### src/rtl/sum_job_scheduler.sv
// Round-robin job scheduler and list-walk sequencer for the linked-list summation datapath.
// Optional node-count watchdog: define SJS_WATCHDOG_EN (otherwise err0/err1 are tied 0).
module sum_job_scheduler #(
    parameter int DW        = 32,
    parameter int AW        = 8,
    parameter int MEM_LAT   = 1,
    parameter int MAX_NODES = 255
) (
    input  logic          clk,
    input  logic          rst,
    input  logic          req0,
    input  logic          req1,
    input  logic [AW-1:0] base0,
    input  logic [AW-1:0] base1,
    output logic          done0,
    output logic          done1,
    output logic [DW-1:0] result0,
    output logic [DW-1:0] result1,
    output logic          err0,
    output logic          err1,
    output logic          busy,
    output logic          ld_sum,
    output logic          ld_next,
    output logic          sum_sel,
    output logic          next_sel,
    output logic          a_sel,
    output logic [AW-1:0] next_init,
    input  logic          next_zero,
    input  logic [DW-1:0] sum_in
);
    typedef enum logic [2:0] {
        S_IDLE, S_INIT, S_WAIT_A, S_ADD, S_WAIT_N, S_LINK, S_CHECK, S_FINISH
    } state_t;

    localparam bit         NO_WAIT   = (MEM_LAT == 0);
    localparam logic [3:0] WAIT_LOAD = NO_WAIT ? 4'd0 : 4'(MEM_LAT - 1);

    state_t        state_q, state_d;
    logic [1:0]    pend;
    logic [AW-1:0] base0_q, base1_q;
    logic          gnt;
    logic          rr;
    logic [3:0]    wait_cnt;
    logic          wd_hit;

    // A done clears its pending bit, but a request in that same cycle re-arms it.
    // NOTE: sequential state uses non-blocking assignments so every register samples pre-edge values.
    always_ff @(posedge clk or posedge rst) begin
        if (rst) begin
            pend    <= '0;
            base0_q <= '0;
            base1_q <= '0;
        end else begin
            if (done0) pend[0] <= 1'b0;
            if (done1) pend[1] <= 1'b0;
            if (req0 && (!pend[0] || done0)) begin
                pend[0] <= 1'b1;
                base0_q <= base0;
            end
            if (req1 && (!pend[1] || done1)) begin
                pend[1] <= 1'b1;
                base1_q <= base1;
            end
        end
    end

    always_ff @(posedge clk or posedge rst) begin
        if (rst) begin
            state_q  <= S_IDLE;
            gnt      <= 1'b0;
            rr       <= 1'b0;
            wait_cnt <= '0;
            result0  <= '0;
            result1  <= '0;
        end else begin
            state_q <= state_d;
            if (state_q == S_IDLE && |pend) begin
                gnt <= (pend == 2'b11) ? rr : pend[1];
                rr  <= ~rr;
            end
            // Reload on every entry into a wait state, then count down to zero.
            if ((state_d == S_WAIT_A || state_d == S_WAIT_N) && state_d != state_q)
                wait_cnt <= WAIT_LOAD;
            else if (wait_cnt != 4'd0)
                wait_cnt <= wait_cnt - 1'b1;
            if (done0) result0 <= sum_in;
            if (done1) result1 <= sum_in;
        end
    end

    // NOTE: every always_comb output gets a default first so no path infers a latch.
    always_comb begin
        state_d   = state_q;
        ld_sum    = 1'b0;
        ld_next   = 1'b0;
        sum_sel   = 1'b0;
        next_sel  = 1'b0;
        a_sel     = 1'b0;
        next_init = '0;
        done0     = 1'b0;
        done1     = 1'b0;
        case (state_q)
            S_IDLE:   if (|pend) state_d = S_INIT;
            S_INIT: begin
                ld_sum    = 1'b1;
                ld_next   = 1'b1;
                next_init = gnt ? base1_q : base0_q;
                state_d   = NO_WAIT ? S_ADD : S_WAIT_A;
            end
            S_WAIT_A: begin
                a_sel = 1'b1;
                if (wait_cnt == 4'd0) state_d = S_ADD;
            end
            S_ADD: begin
                a_sel   = 1'b1;
                sum_sel = 1'b1;
                ld_sum  = 1'b1;
                state_d = NO_WAIT ? S_LINK : S_WAIT_N;
            end
            S_WAIT_N: if (wait_cnt == 4'd0) state_d = S_LINK;
            S_LINK: begin
                next_sel = 1'b1;
                ld_next  = 1'b1;
                state_d  = S_CHECK;
            end
            S_CHECK: begin
                if (next_zero || wd_hit) state_d = S_FINISH;
                else                     state_d = NO_WAIT ? S_ADD : S_WAIT_A;
            end
            S_FINISH: begin
                done0   = !gnt;
                done1   = gnt;
                state_d = S_IDLE;
            end
            default:  state_d = S_IDLE;
        endcase
    end

    assign busy = (state_q != S_IDLE);

`ifdef SJS_WATCHDOG_EN
    localparam int CW = $clog2(MAX_NODES + 1);
    logic [CW-1:0] node_cnt;

    assign wd_hit = !next_zero && (node_cnt == CW'(MAX_NODES));

    // err is captured on the way into FINISH so it is valid alongside done.
    always_ff @(posedge clk or posedge rst) begin
        if (rst) begin
            node_cnt <= '0;
            err0     <= 1'b0;
            err1     <= 1'b0;
        end else begin
            if (state_q == S_INIT)     node_cnt <= '0;
            else if (state_q == S_ADD) node_cnt <= node_cnt + 1'b1;
            if (state_q == S_CHECK && state_d == S_FINISH) begin
                if (gnt) err1 <= wd_hit;
                else     err0 <= wd_hit;
            end
        end
    end
`else
    assign wd_hit = 1'b0;
    assign err0   = 1'b0;
    assign err1   = 1'b0;
`endif

endmodule

### config.mk
export PLATFORM = sky130hd
export DESIGN_NAME = sum_job_scheduler
export DESIGN_NICKNAME = d
export VERILOG_FILES = /design/src/rtl/sum_job_scheduler.sv
export SDC_FILE = /design/constraint.sdc
export NUM_CORES = 1
export LEC_CHECK = 0
export CAP_MARGIN = 20
export CORE_MARGIN = 4
export CORE_UTILIZATION = 45
export CTS_CLUSTER_DIAMETER = 150
export DETAILED_ROUTE_END_ITERATION = 6
export MAX_ROUTING_LAYER = met4
export PLACE_DENSITY = 0.87
export SYNTH_ARGS = -nofsm -noshare
export SYNTH_HDL_FRONTEND = slang
export SYNTH_SLANG_ARGS = --single-unit
### constraint.sdc
create_clock -name clk -period 8.8 [get_ports clk]
set_input_delay 1.76 -clock clk [delete_from_list [all_inputs] [get_ports clk]]
set_output_delay 1.76 -clock clk [all_outputs]
set_load 0.02 [all_outputs]
======== Yosys cells after proc, flatten, opt, wreduce, memory -nomap -nowiden ========
Index checks and enable logic that the tools add are counted.
W data, S select, Z words.
word-level totals
  register bits ........................... 91
  word-level logic and storage cells ...... 65
cells by class
  $add $sub $neg .......................... 1
  equal/unequal tests ..................... 11
  multiplexer cells ....................... 21
  bitwise gates (word level) .............. 1
  reduce and logical (&&, ||, !) cells .... 21
operators with widths
  kind                   count
  $pmux W3 S8            1
  $mux W8                2
  $eq A3 B3 Y1 const B   5
  $mux W1                12
  $mux W3                4
  $eq A3 B2 Y1 const B   3
  $mux W4                2
  $reduce_or A2 Y1       4
  $reduce_bool A2 Y1     3
  $logic_and A1 B1 Y1    4
  $logic_not A4 Y1       1
  $reduce_bool A4 Y1     1
  $sub A4 B1 Y4 const B  1
  $eq A3 B1 Y1 const B   1
  $logic_not A1 Y1       3
  $logic_not A3 Y1       1
  $logic_or A1 B1 Y1     3
  $ne A3 B3 Y1           1
  $reduce_bool A3 Y1     1
  $eq A2 B2 Y1 const B   1
  $not A1 Y1             1

======== Longest topological paths before layout ========
Gate-level depths: netlist of run 1.
  word-level depth ........................ 7
  mapped depth ............................ 6
  depth with buffers taken out ............ 5

======== Worst setup path before layout of run 1 ========
OpenSTA, ideal clock, no wires.
  kind .................................... register to output
  from .................................... register state_q[0]
  to ...................................... output port next_init[0]
  arrival time ............................ 1.524 ns
  required time ........................... 7.040 ns
  slack ................................... 5.516 ns
  stages on the path, launching flop included .. 6
  path buffers ............................ 2
  cell sequence ........................... dfrtp_1 > buf_2 > nor2b_1 > nand2b_1 > clkbuf_1 > nor2_1
between the ends
  word-level cells in the longest chain between the ends .. 2
RTL lines
  what                    RTL line  source
  start, declared         38        state_t state_q, state_d;
  start signal, assigned  76        state_q <= state_d;
  $eq A3 B1 Y1            102       case (state_q)
  $mux W8                 102
  end, declared           27        output logic [AW-1:0] next_init,
Every way passes these cells.

======== Final worst setup path of run 1 ========
  from .................................... register gnt
  to ...................................... output port done1
between the ends
  word-level cells in the longest chain between the ends .. 1
RTL lines
  what                    RTL line  source
  start, declared         41        logic gnt;
  start signal, assigned  78        gnt <= (pend == 2'b11) ? rr : pend[1];
  $mux W1                 102
  end, declared           16        output logic done1,
Every way passes these cells.

==> results of run 1 <==
==> cell type report <==
type                            instances  area, µm²  area share
Clock buffer                           10        128      0.0239
Tap cell                              102        128      0.0239
Timing Repair Buffer                  133       1330       0.249
Sequential cell                        91       2280       0.426
Inverter                                8       31.3     0.00586
Clock inverter                          5        103      0.0192
Multi-Input combinational cell        139       1350       0.252
==> power groups by stage <==
stage | combinational (W) | clock, W | sequential (W)
floorplan | 0.000380 | 0 | 0.000920
global placement | 0.000946 | 0 | 0.000767
detailed placement | 0.000968 | 0 | 0.000781
CTS | 0.000972 | 0.000330 | 0.000774
global route | 0.00102 | 0.000348 | 0.000801
finish | 0.000957 | 0.000321 | 0.000773
==> flip-flops by register name (all words and copies together), names as in the netlist <==
| name | flops |
|---|---|
| result0 | 32 |
| result1 | 32 |
| base0_q | 8 |
| base1_q | 8 |
| wait_cnt | 4 |
| state_q | 3 |
| pend | 2 |
| gnt | 1 |
| rr | 1 |
==> layout by cell type (no fill, tap or decap), types with 2 or more instances in the layout <==
cell type / count
dfrtp_1: 91
clkdlybuf4s50_1: 132
conb_1: 2
nor2_1: 14
and2_1: 2
nor3_1: 3
nor2b_1: 3
o21ai_0: 3
a21o_1: 3
nand2_1: 3
clkinv_2: 2
xnor2_1: 2
a21boi_4: 2
mux2_2: 81
mux2i_1: 9
bufinv_16: 3
clkbuf_8: 9
inv_1: 7
==> worst paths after layout <==
| kind | start | end | slack (ns) |
|---|---|---|---|
| worst max-delay path | gnt | done1 | 4.49 |
| worst min-delay path | rr | rr | 0.48 |
| worst max register to register | gnt | base1_q[2] | 6.36 |
| worst min register to register | rr | rr | 0.48 |
| max in group asynchronous | rst | result1[29] | 5.91 |
| min in group asynchronous | rst | result0[21] | 1.77 |
==> per-layer routing <==
metal	GRT usage	up-vias	share of wire	routed length [µm]
met1	0.202	1208	0.42	3280
met3	0.0524	2	0.055	432
met2	0.278	81	0.52	4110
li1	-	1123	-	-
met5	-	-	0	0
met4	0.0389	0	0.0013	10
==> per-stage QoR <==
stage,std cells,utilization,setup WS [ns],hold slack [ns]
finish,488,0.677,4.49,0.478
global placement,473,0.648,4.83,0.460
detailed placement,473,0.648,4.81,0.467
floorplan,252,-,4.68,0.447
global route,488,0.677,4.34,0.489
CTS,488,0.677,4.44,0.480
==> cell families after synthesis <==
kind of cell	count (synthesis)	synth area share
AO/OA/AOI/OAI	14	0.0339
XOR/XNOR	3	0.00705
flip-flops	91	0.611
AND/OR/NAND/NOR	29	0.0457
adder cells (fa/ha/maj)	1	0.00336
buffers and inverters	22	0.0292
other	1	0.00101
multiplexers	90	0.269
==> results_dict.tcl, run 1 <==
set metrics [dict create \
    reg2reg_depth 3 \
    dp_hpwl_mm 5.77 \
    synth_largest_area_cell "dfrtp_1" \
    cts_made_buffers 9 \
    holdBufCountCts 0 \
    io_buffers 132 \
    worst_hold_path.num_cells 1 \
    rsz0062_at_grt "no" \
    tightest_slew_ns 0.744 \
    peakVddDrop_mv 0.204 \
    postCtsSetupBuffers 0 \
    overflow 0 \
    synthDistinctLibCells 29 \
    fin_nets 436 \
    critPathLaunchType "register" \
    initial_core_util 0.473 \
    period_needed_ns 4.31 \
    h-tree-depth 3 \
    ant_nets 0 \
    synth-edff-count 0 \
    die-height_um 99.0 \
    syn_area_um2 3730 \
    p_leak_nw 2.28 \
    finalSetupTns_ns 0 \
    synthFlopType "dfrtp_1" \
    clock_skew_ns 0.00576 \
    drcViolationCount 0 \
    seqPwrFrac 0.377 \
    path_class "reg -> out" \
    grt_pass1_vias 2602 \
    gr-usage-all-layers 0.168 \
    arrival_ns 2.55 \
    timing.critical_path.buf_inv 2 \
    p_total_w 0.00205 \
    cts_tree "built" \
    worstHoldPathType "reg -> reg" \
    p_clk_frac 0.157 \
    fp.dieW_um 99.0 \
    post-route-period-util 0.489 \
    cts_root_buffer "clkbuf_8" \
    clkTransAtPathRegs_ns 0.09 \
    area_growth_pct 43.3 \
    pin_count 135 \
    grt_max_degree 62 \
    drv_slew 0 \
    n_antenna_cell 0 \
    status "complete, no violations" \
    switching_power_w 0.000711 \
    core-area_um2 7890 \
    synthCells 251 \
    path_max_fanout 35 \
    first_iter_violations 33 \
    drive_gt1_frac 0.267 \
    die_area_um2 9800 \
    cap_violations 0 \
    dr.pass1.iters 4 \
    p_comb_frac 0.467 \
    cts.repair.resized 0 \
    end_kind "output port" \
    ys_top_cells_by_count "dfrtp_1 (91), mux2_2 (81), nor2_1 (14), buf_2 (9), mux2i_1 (9)" \
    final-setup-viol-count 0 \
    crit_slowest_cell "dfrtp_1" \
    num_rows 32 \
    cts.sinks 91 \
    crit_path_max_incr_delay_ns 0.72 \
    grt_pass1_wl_mm 12.8 \
    wire_per_inst_um 16.1 \
    cp_top_family "buffers and inverters" \
    hold_violations 0 \
    dpl_cell_area_um2 5110 \
    synthArstFlopShare 1.00 \
    clk_latency_ns 0.34 \
    fmax_ghz 0.232 \
    p_int_w 0.00134 \
    crit_cells 3 \
    vias_per_cell 4.95 \
    yosysMostFrequentCell "dfrtp_1" \
    cts_buffer_depth 2 \
    design_area_um2 5340 \
    synth.yosys.seq_area_share 0.611 \
    required_ns 7.04 \
    synth_area_leaders "dfrtp_1 (61%), mux2_2 (24%), mux2i_1 (2.4%)" \
    yosysWarnings 0 \
    antenna_found_initial 0 \
    swShare 0.346 \
    fillers 581 \
    crit_chain "nand4_4 -> inv_1 -> clkdlybuf4s50_1" \
    synth-seq-cells 91 \
    via_count 2414 \
    finalWirelength_mm 7.84 \
    maxSlewHeadroom 0.504 \
    powerDensity_nw_per_um2 384 \
    netlist.area_leader.share 0.611 \
    place_congestion 0.757 \
    syn-mean-instance-area_um2 14.8 \
]
Power figures use the tool's default switching activity.
==> run 2: changes to the inputs <==
Clock period 8.8 ns to 4.2 ns, I/O delays scaled along.
==> results_dict.tcl, run 2 (synthesis results as in run 1) <==
set metrics [dict create \
    status "complete, no violations" \
    end_kind "output port" \
    swShare 0.357 \
    finalSetupTns_ns 0 \
    ant_nets 0 \
    n_antenna_cell 0 \
    dp_hpwl_mm 6.01 \
    overflow 0 \
    clk_latency_ns 0.34 \
    tightest_slew_ns 0.733 \
    cts_buffer_depth 2 \
    rsz0062_at_grt "no" \
    post-route-period-util 0.728 \
    cts_tree "built" \
    vias_per_cell 4.94 \
    gr-usage-all-layers 0.176 \
    peakVddDrop_mv 0.507 \
    cts.sinks 91 \
    finalWirelength_mm 8.10 \
    wire_per_inst_um 16.5 \
    grt_pass1_wl_mm 13.4 \
    antenna_found_initial 0 \
    path_max_fanout 10 \
    hold_violations 0 \
    p_leak_nw 2.29 \
    clkTransAtPathRegs_ns 0.08 \
    core-area_um2 7890 \
    die-height_um 99.0 \
    num_rows 32 \
    final_common_cell "clkdlybuf4s50_1" \
    cts.repair.resized 0 \
    seqPwrFrac 0.379 \
    grt_pass1_vias 2780 \
    powerDensity_nw_per_um2 795 \
    dr.pass1.iters 4 \
    die_area_um2 9800 \
    critPathLaunchType "register" \
    drcViolationCount 0 \
    clock_skew_ns 0.00803 \
    final_cells 492 \
    switching_power_w 0.00152 \
    p_int_w 0.00273 \
    p_comb_frac 0.477 \
    reg.largest.list "result0: 32 flops, result1: 32 flops" \
    via_count 2431 \
    path_class "reg -> out" \
    period_needed_ns 3.06 \
    fmax_ghz 0.327 \
    pin_count 135 \
    cts_made_buffers 9 \
    final-setup-viol-count 0 \
    io_buffers 132 \
    drv_slew 0 \
    initial_core_util 0.473 \
    postCtsSetupBuffers 0 \
    area_growth_pct 43.4 \
    holdBufCountCts 0 \
    fp.dieW_um 99.0 \
    cts_root_buffer "clkbuf_8" \
    worstHoldPathType "reg -> reg" \
    first_iter_violations 37 \
    dp.cells 476 \
    maxSlewHeadroom 0.511 \
    cap_violations 0 \
    required_ns 3.36 \
    h-tree-depth 3 \
    fin_nets 439 \
    place_congestion 0.793 \
    p_clk_frac 0.145 \
    final_cell_mix "clkdlybuf4s50_1 (132), dfrtp_1 (91), mux2_2 (81), nor2_1 (14), clkbuf_8 (11)" \
    fillers 591 \
    arrival_ns 2.22 \
    drive_gt1_frac 0.277 \
    grt_max_degree 43 \
]
-- run 2: changes by cell type in the layout (fill, tap and decap cells not counted) --
| cell | change |
|---|---|
| buf_4 | +3 |
| bufinv_16 | -2 |
| clkbuf_1 | -1 |
| clkbuf_8 | +2 |
| clkinv_4 | +1 |
| inv_6 | +1 |
-- run 2: stage by stage --
stage                     power (W)  hold slack, ns  utilization  worst slack (ns)  cell area [µm²]
after floorplan             0.00272           0.447            -             0.996             3730
after global placement      0.00359           0.466        0.651              1.57             5130
after detailed placement    0.00368           0.480        0.651              1.51             5130
after CTS                   0.00430           0.495        0.678              1.11             5340
after global routing        0.00450           0.516        0.678             0.937             5340
final                       0.00425           0.494        0.678              1.14             5340
-- run 2: critical path, stage by stage, from the launching register on --
cell	delay, ns
dfrtp_1	0.61
nor2b_1	0.25
nand2b_1	0.24
nor2_1	0.17
clkdlybuf4s50_1	0.62
-- run 2: path summary, 6_finish.rpt --
kind	slack, ns	to	start	depth (start not counted)
max	1.14	next_init[1]	state_q[0]	4
min	0.49	rr	rr	1
max reg2reg	2.12	base1_q[0]	gnt	4
min reg2reg	0.49	rr	rr	1
max in group asynchronous	2.39	result1[0]	rst	3
min in group asynchronous	0.94	result0[2]	rst	2
-- run 2: area by class of cell --
cell class                 instances  area, µm²  area share
sequential                        91       2280       0.426
clock inverter                     5       60.1      0.0112
timing repair buffer             136       1350       0.253
multi-input combinational        139       1350       0.252
tap                              102        128      0.0239
inverter                           8       31.3     0.00585
clock buffer                      11        151      0.0283
-- run 2: routing by layer --
metal / vias up / track usage / wire [µm]
li1: 1126 / - / -
met1: 1226 / 0.200 / 3340
met2: 74 / 0.307 / 4210
met3: 5 / 0.0467 / 503
met4: 0 / 0.0473 / 51
met5: - / - / 0
-- run 2: power groups by stage --
stage / registers [W] / logic, W / clock network [W]
after CTS: 0.00162 / 0.00206 / 0.000627
after detailed placement: 0.00163 / 0.00205 / 0
after global routing: 0.00167 / 0.00215 / 0.000673
final: 0.00161 / 0.00202 / 0.000614
after global placement: 0.00159 / 0.00200 / 0
after floorplan: 0.00193 / 0.000797 / 0
==> RTL change 1 (settings of run 2) <==
Add a define of `SJS_WATCHDOG_EN`.
--- a/src/rtl/sum_job_scheduler.sv
+++ b/src/rtl/sum_job_scheduler.sv
@@ -1,5 +1,7 @@
 // Round-robin job scheduler and list-walk sequencer for the linked-list summation datapath.
 // Optional node-count watchdog: define SJS_WATCHDOG_EN (otherwise err0/err1 are tied 0).
+`define SJS_WATCHDOG_EN
+
 module sum_job_scheduler #(
     parameter int DW        = 32,
     parameter int AW        = 8,
Formal check against the unedited RTL: same outputs for any inputs over 10 cycles, from zero or initial values and one cycle with rst high; that may be too few to reach the edited logic, so the function may still have changed.
==> RTL change 1 against run 2 <==
- highest routed layer unchanged
- register-to-register slack got worse by 0.05 ns
- synthesized cell count up 19%
- worst setup slack got worse by 0.20 ns
- area after synthesis grew 13%
- sequential cell count up 10
- total power is 7.1% higher
- maximum frequency is 6.2% lower
- design area increased by 10%
- largest power group unchanged
- global-route usage rose by 1.0 points
- sequential share of layout area increased by 0.30 points
- first-iteration DRC count grew 86%
- hold slack worse by 0.020 ns
- routed wire length increased by 18%
- largest cell class unchanged
==> RTL change 1: results (changes against run 2) <==
* Result of the run: finished, final reports clean (unchanged)
* CP max FO at 13 (was 10)
* Fraction of layout instances using a drive strength above 1 at 0.248 (was 0.277)
* HPWL reported at the end of detailed placement at 7040 um (was 6010 um)
* Met1 wire length at 3860 um (was 3340 um)
* Setup slack, reg-to-reg at 2.07 ns (was 2.12 ns)
* Largest net degree at the start of global routing at 79 (was 43)
* Most instantiated cells after synthesis: sky130_fd_sc_hd__dfrtp_1, sky130_fd_sc_hd__mux2_2, sky130_fd_sc_hd__nor2_1 (unchanged)
* Number of distinct library cells after synthesis at 42 (was 29)
* Max-slew headroom at 0.380 (was 0.511)
* Total of fill cells in the finished design at 710 (was 591)
* Cell depth of the worst min-delay path at 1 (unchanged)
* Signal arrival time at the worst endpoint at 2.42 ns (was 2.22 ns)
* Vias per cell at 5.22 (was 4.94)
* Hold Path Sink: rr$_DFFE_PP0P_ (unchanged)
* Wire length of the first global-routing pass at 15800 um (was 13400 um)
* Clock slew at reported path FFs at 0.09 ns
* Routed wirelength normalized by instance count at 17.3 um (was 16.5 um)
* Number of cells on the worst reg-to-reg path at 4 (unchanged)
* IR Drop Worst-Case VDD at 0.434 mV (was 0.507 mV)
* Register area share after synthesis at 0.599 (was 0.611)
* Synthesized-area fraction occupied by xor and xnor cells at 0.00622 (was 0.00705)
* Post-synthesis net count at 353
* Metal3 WL at 421 um (was 503 um)
* Type of the worst min-delay path: reg -> reg (unchanged)
* Biggest registers after layout: result0 x32, result1 x32 (unchanged)
* Gpl congestion at 0.768 (was 0.793)
* Synthesis warning total at 0 (unchanged)
* Highest layer used for signal routing: met4 (unchanged)
* Multiplexer share of the synthesized area at 0.240 (was 0.269)
* Clock root buffer: sky130_fd_sc_hd__clkbuf_8 (unchanged)
* Met2 routed WL at 5120 um (was 4210 um)
* Number of cells upsized or downsized after cts at 0 (unchanged)
* Cell Area, Placed at 5680 sq um (was 5130 sq um)
* Fraction of the mapped netlist area in adder cells at 0.00593 (was 0.00336)
* First DRT Iteration DRCs at 69 (was 37)
* # diodes at 0 (unchanged)
* Port bufs at 134 (was 132)
* Cell types with the largest area share after synthesis: sky130_fd_sc_hd__dfrtp_1, sky130_fd_sc_hd__mux2_2, sky130_fd_sc_hd__mux2i_1, sky130_fd_sc_hd__nand4b_4, sky130_fd_sc_hd__a21oi_1 (was sky130_fd_sc_hd__dfrtp_1, sky130_fd_sc_hd__mux2_2, sky130_fd_sc_hd__mux2i_1, sky130_fd_sc_hd__nor2_1, sky130_fd_sc_hd__buf_2)
* Leak Pwr at 2.50 nW (was 2.29 nW)
* Capture point of the worst reg-to-reg path: base1_q[3]$_DFFE_PP0P_ (was base1_q[0]$_DFFE_PP0P_)
* Grt total ovfl at 0 (unchanged)
* Number of optimization iterations in the first detailed-route pass at 4 (unchanged)
* Final setup skew at 0.00959 ns (was 0.00803 ns)
* Total Nets Final at 491 (was 439)
* Buffer depth of the longest clock path at 2 (unchanged)
* Gr usage total at 0.186 (was 0.176)
* Via count of the first global-routing pass at 3121 (was 2780)
* Compound-gate portion of the synthesized area at 0.0516 (was 0.0339)
-- RTL change 1: through the flow --
| stage | worst slack [ns] | hold slack, ns | total power, mW | std cells |
|---|---|---|---|---|
| final | 0.939 | 0.474 | 4.55 | 551 |
| after global routing | 0.768 | 0.514 | 4.84 | 551 |
| after CTS | 0.906 | 0.478 | 4.61 | 551 |
| after detailed placement | 1.30 | 0.459 | 3.97 | 536 |
| after global placement | 1.46 | 0.460 | 3.86 | 536 |
| after floorplan | 0.713 | 0.438 | 2.95 | 298 |
-- RTL change 1: worst max-delay path by stage --
stage                         startpoint                     end  slack [ns]  cells past startpoint
global route        state_q[0]$_DFF_PP0_            next_init[2]        0.77                      4
floorplan                            rst  base0_q[0]$_DFFE_PP0P_        0.71                      1
CTS                 state_q[0]$_DFF_PP0_            next_init[2]        0.91                      4
finish              state_q[0]$_DFF_PP0_            next_init[2]        0.94                      4
global placement    state_q[0]$_DFF_PP0_            next_init[0]        1.46                      4
detailed placement  state_q[0]$_DFF_PP0_            next_init[2]        1.30                      4
-- RTL change 1: report_power, final --
part	internal, mW	switching, mW
sequential	1.43	0.329
combinational	1.17	0.988
clock	0.309	0.320
-- RTL change 1: kinds of logic (layout without fill, tap and decap cells) --
family,Yosys count,after routing
mux,91,91
buf+inv,21,163
simple gates,51,51
xor+xnor,3,3
compound gates,29,29
flops,101,101
fa+ha+maj,2,2
-- RTL change 1: critical path, stage by stage (launching register included) --
cell                              delay, ns
sky130_fd_sc_hd__dfrtp_1               0.66
sky130_fd_sc_hd__nor2b_1               0.30
sky130_fd_sc_hd__nand2b_1              0.27
sky130_fd_sc_hd__nor2_1                0.21
sky130_fd_sc_hd__clkdlybuf4s50_1       0.64
-- RTL change 1: metal layers --
layer  track usage  up-vias
met4        0.0562        0
met5             -        -
met2         0.314       79
li1              -     1339
met3        0.0451       13
met1         0.221     1446
-- RTL change 1: final cells by class --
class / count / area, sq um / share of cell area
clock buffers: 11 / 151 / 0.0257
clock inverters: 4 / 56.3 / 0.00956
inverters: 10 / 40.0 / 0.00680
multi-input cells: 176 / 1600 / 0.272
flip-flops and latches: 101 / 2530 / 0.429
well taps: 111 / 139 / 0.0236
repair buffers: 138 / 1370 / 0.233
==> RTL change 2 (config.mk and constraints of run 2) <==
Made on the original files. The 8 states of `state_t` get a one-hot encoding in 8 bits.
--- a/src/rtl/sum_job_scheduler.sv
+++ b/src/rtl/sum_job_scheduler.sv
@@ -28,8 +28,8 @@
     input  logic          next_zero,
     input  logic [DW-1:0] sum_in
 );
-    typedef enum logic [2:0] {
-        S_IDLE, S_INIT, S_WAIT_A, S_ADD, S_WAIT_N, S_LINK, S_CHECK, S_FINISH
+    typedef enum logic [7:0] {
+        S_IDLE = 8'b00000001, S_INIT = 8'b00000010, S_WAIT_A = 8'b00000100, S_ADD = 8'b00001000, S_WAIT_N = 8'b00010000, S_LINK = 8'b00100000, S_CHECK = 8'b01000000, S_FINISH = 8'b10000000
     } state_t;
 
     localparam bit         NO_WAIT   = (MEM_LAT == 0);
Function: no difference found for any inputs over 10 cycles, from zero or initial values and one cycle with rst high; not proved beyond that.
==> RTL change 2 against run 2 <==
- sequential cell count up 5
- synthesized cell count up 8.8%
- area after synthesis up 5.4%
- design area up 4.5%
- routed wire length up 12%
- worst setup slack worse by 0.54 ns
- via count up 9.5%
Power is not compared: it rests on default switching activity, and its combinational part moved more than twofold at a synthesized area within 25%.
==> RTL change 2: results (changes against run 2) <==
* Result of the run: finished, final reports clean (unchanged)
* Signal arrival time at the worst endpoint at 2.76 ns (was 2.22 ns)
* Combined flip-flop and latch cell area at 2400 sq um (was 2280 sq um)
* Setup Slack @ Placement at 0.977 ns (was 1.51 ns)
* Worst hold-check slack at 0.476 ns (was 0.494 ns)
* First DRT Iteration DRCs at 106 (was 37)
* Register area share after synthesis at 0.612 (was 0.611)
* Setup crit start: state_q[4]$_DFF_PP0_ (was state_q[0]$_DFF_PP0_)
* Total via count in the routed design at 2663 (was 2431)
* Number of distinct library cells after synthesis at 40 (was 29)
* Total Nets Final at 463 (was 439)
* Cell types with the largest area share after synthesis: sky130_fd_sc_hd__dfrtp_1, sky130_fd_sc_hd__mux2_2, sky130_fd_sc_hd__mux2_4, sky130_fd_sc_hd__mux2i_1, sky130_fd_sc_hd__nor2_1 (was sky130_fd_sc_hd__dfrtp_1, sky130_fd_sc_hd__mux2_2, sky130_fd_sc_hd__mux2i_1, sky130_fd_sc_hd__nor2_1, sky130_fd_sc_hd__buf_2)
* Total of fill cells in the finished design at 624 (was 591)
* Cell Area, Placed at 5350 sq um (was 5130 sq um)
* Final standard cell count with taps included and fillers excluded at 519 (was 492)
* Cell Count Post-Placement at 503 (was 476)
* CP max FO at 12 (was 10)
* Number of multi-input logic gates at 156 (was 139)
* Largest net degree at the start of global routing at 39 (was 43)
* Fraction of layout instances using a drive strength above 1 at 0.254 (was 0.277)
* Area of combinational cells with multiple inputs at 1420 sq um (was 1350 sq um)
* Via count of the first global-routing pass at 2891 (was 2780)
* Signal buffers share of area at 0.242 (was 0.253)
* Total power draw at 2.25 mW
* Max-slew headroom at 0.439 (was 0.511)
==> RTL change 2: cell types whose count changed in the layout (fill, tap and decap cells not counted), moves of 3 or more <==
cell,change
sky130_fd_sc_hd__nand4b_1,+3
sky130_fd_sc_hd__mux2_4,+8
sky130_fd_sc_hd__nor2_1,+6
sky130_fd_sc_hd__mux2_2,-8
sky130_fd_sc_hd__dfrtp_1,+4
sky130_fd_sc_hd__nand2_1,+4
sky130_fd_sc_hd__nor2b_1,-3
==> RTL change 2: routing by layer <==
metal  track usage  vias up  share of wire
met4        0.0644        0          0.020
li1              -     1220              -
met3        0.0599       16          0.076
met5             -        -              0
met2         0.299      100           0.49
met1         0.214     1327           0.41
==> RTL change 2: cells by family after synthesis <==
group                      count (synthesis)  share of synthesized area
AOI/OAI and AO/OA                         12                     0.0210
xor gates and xnor gates                   4                    0.00892
adders and majority gates                  1                    0.00318
buffers and inverters                     22                     0.0287
DFF                                       96                      0.612
muxes                                     89                      0.260
other                                      1                   0.000954
and+or+nand+nor                           48                     0.0656
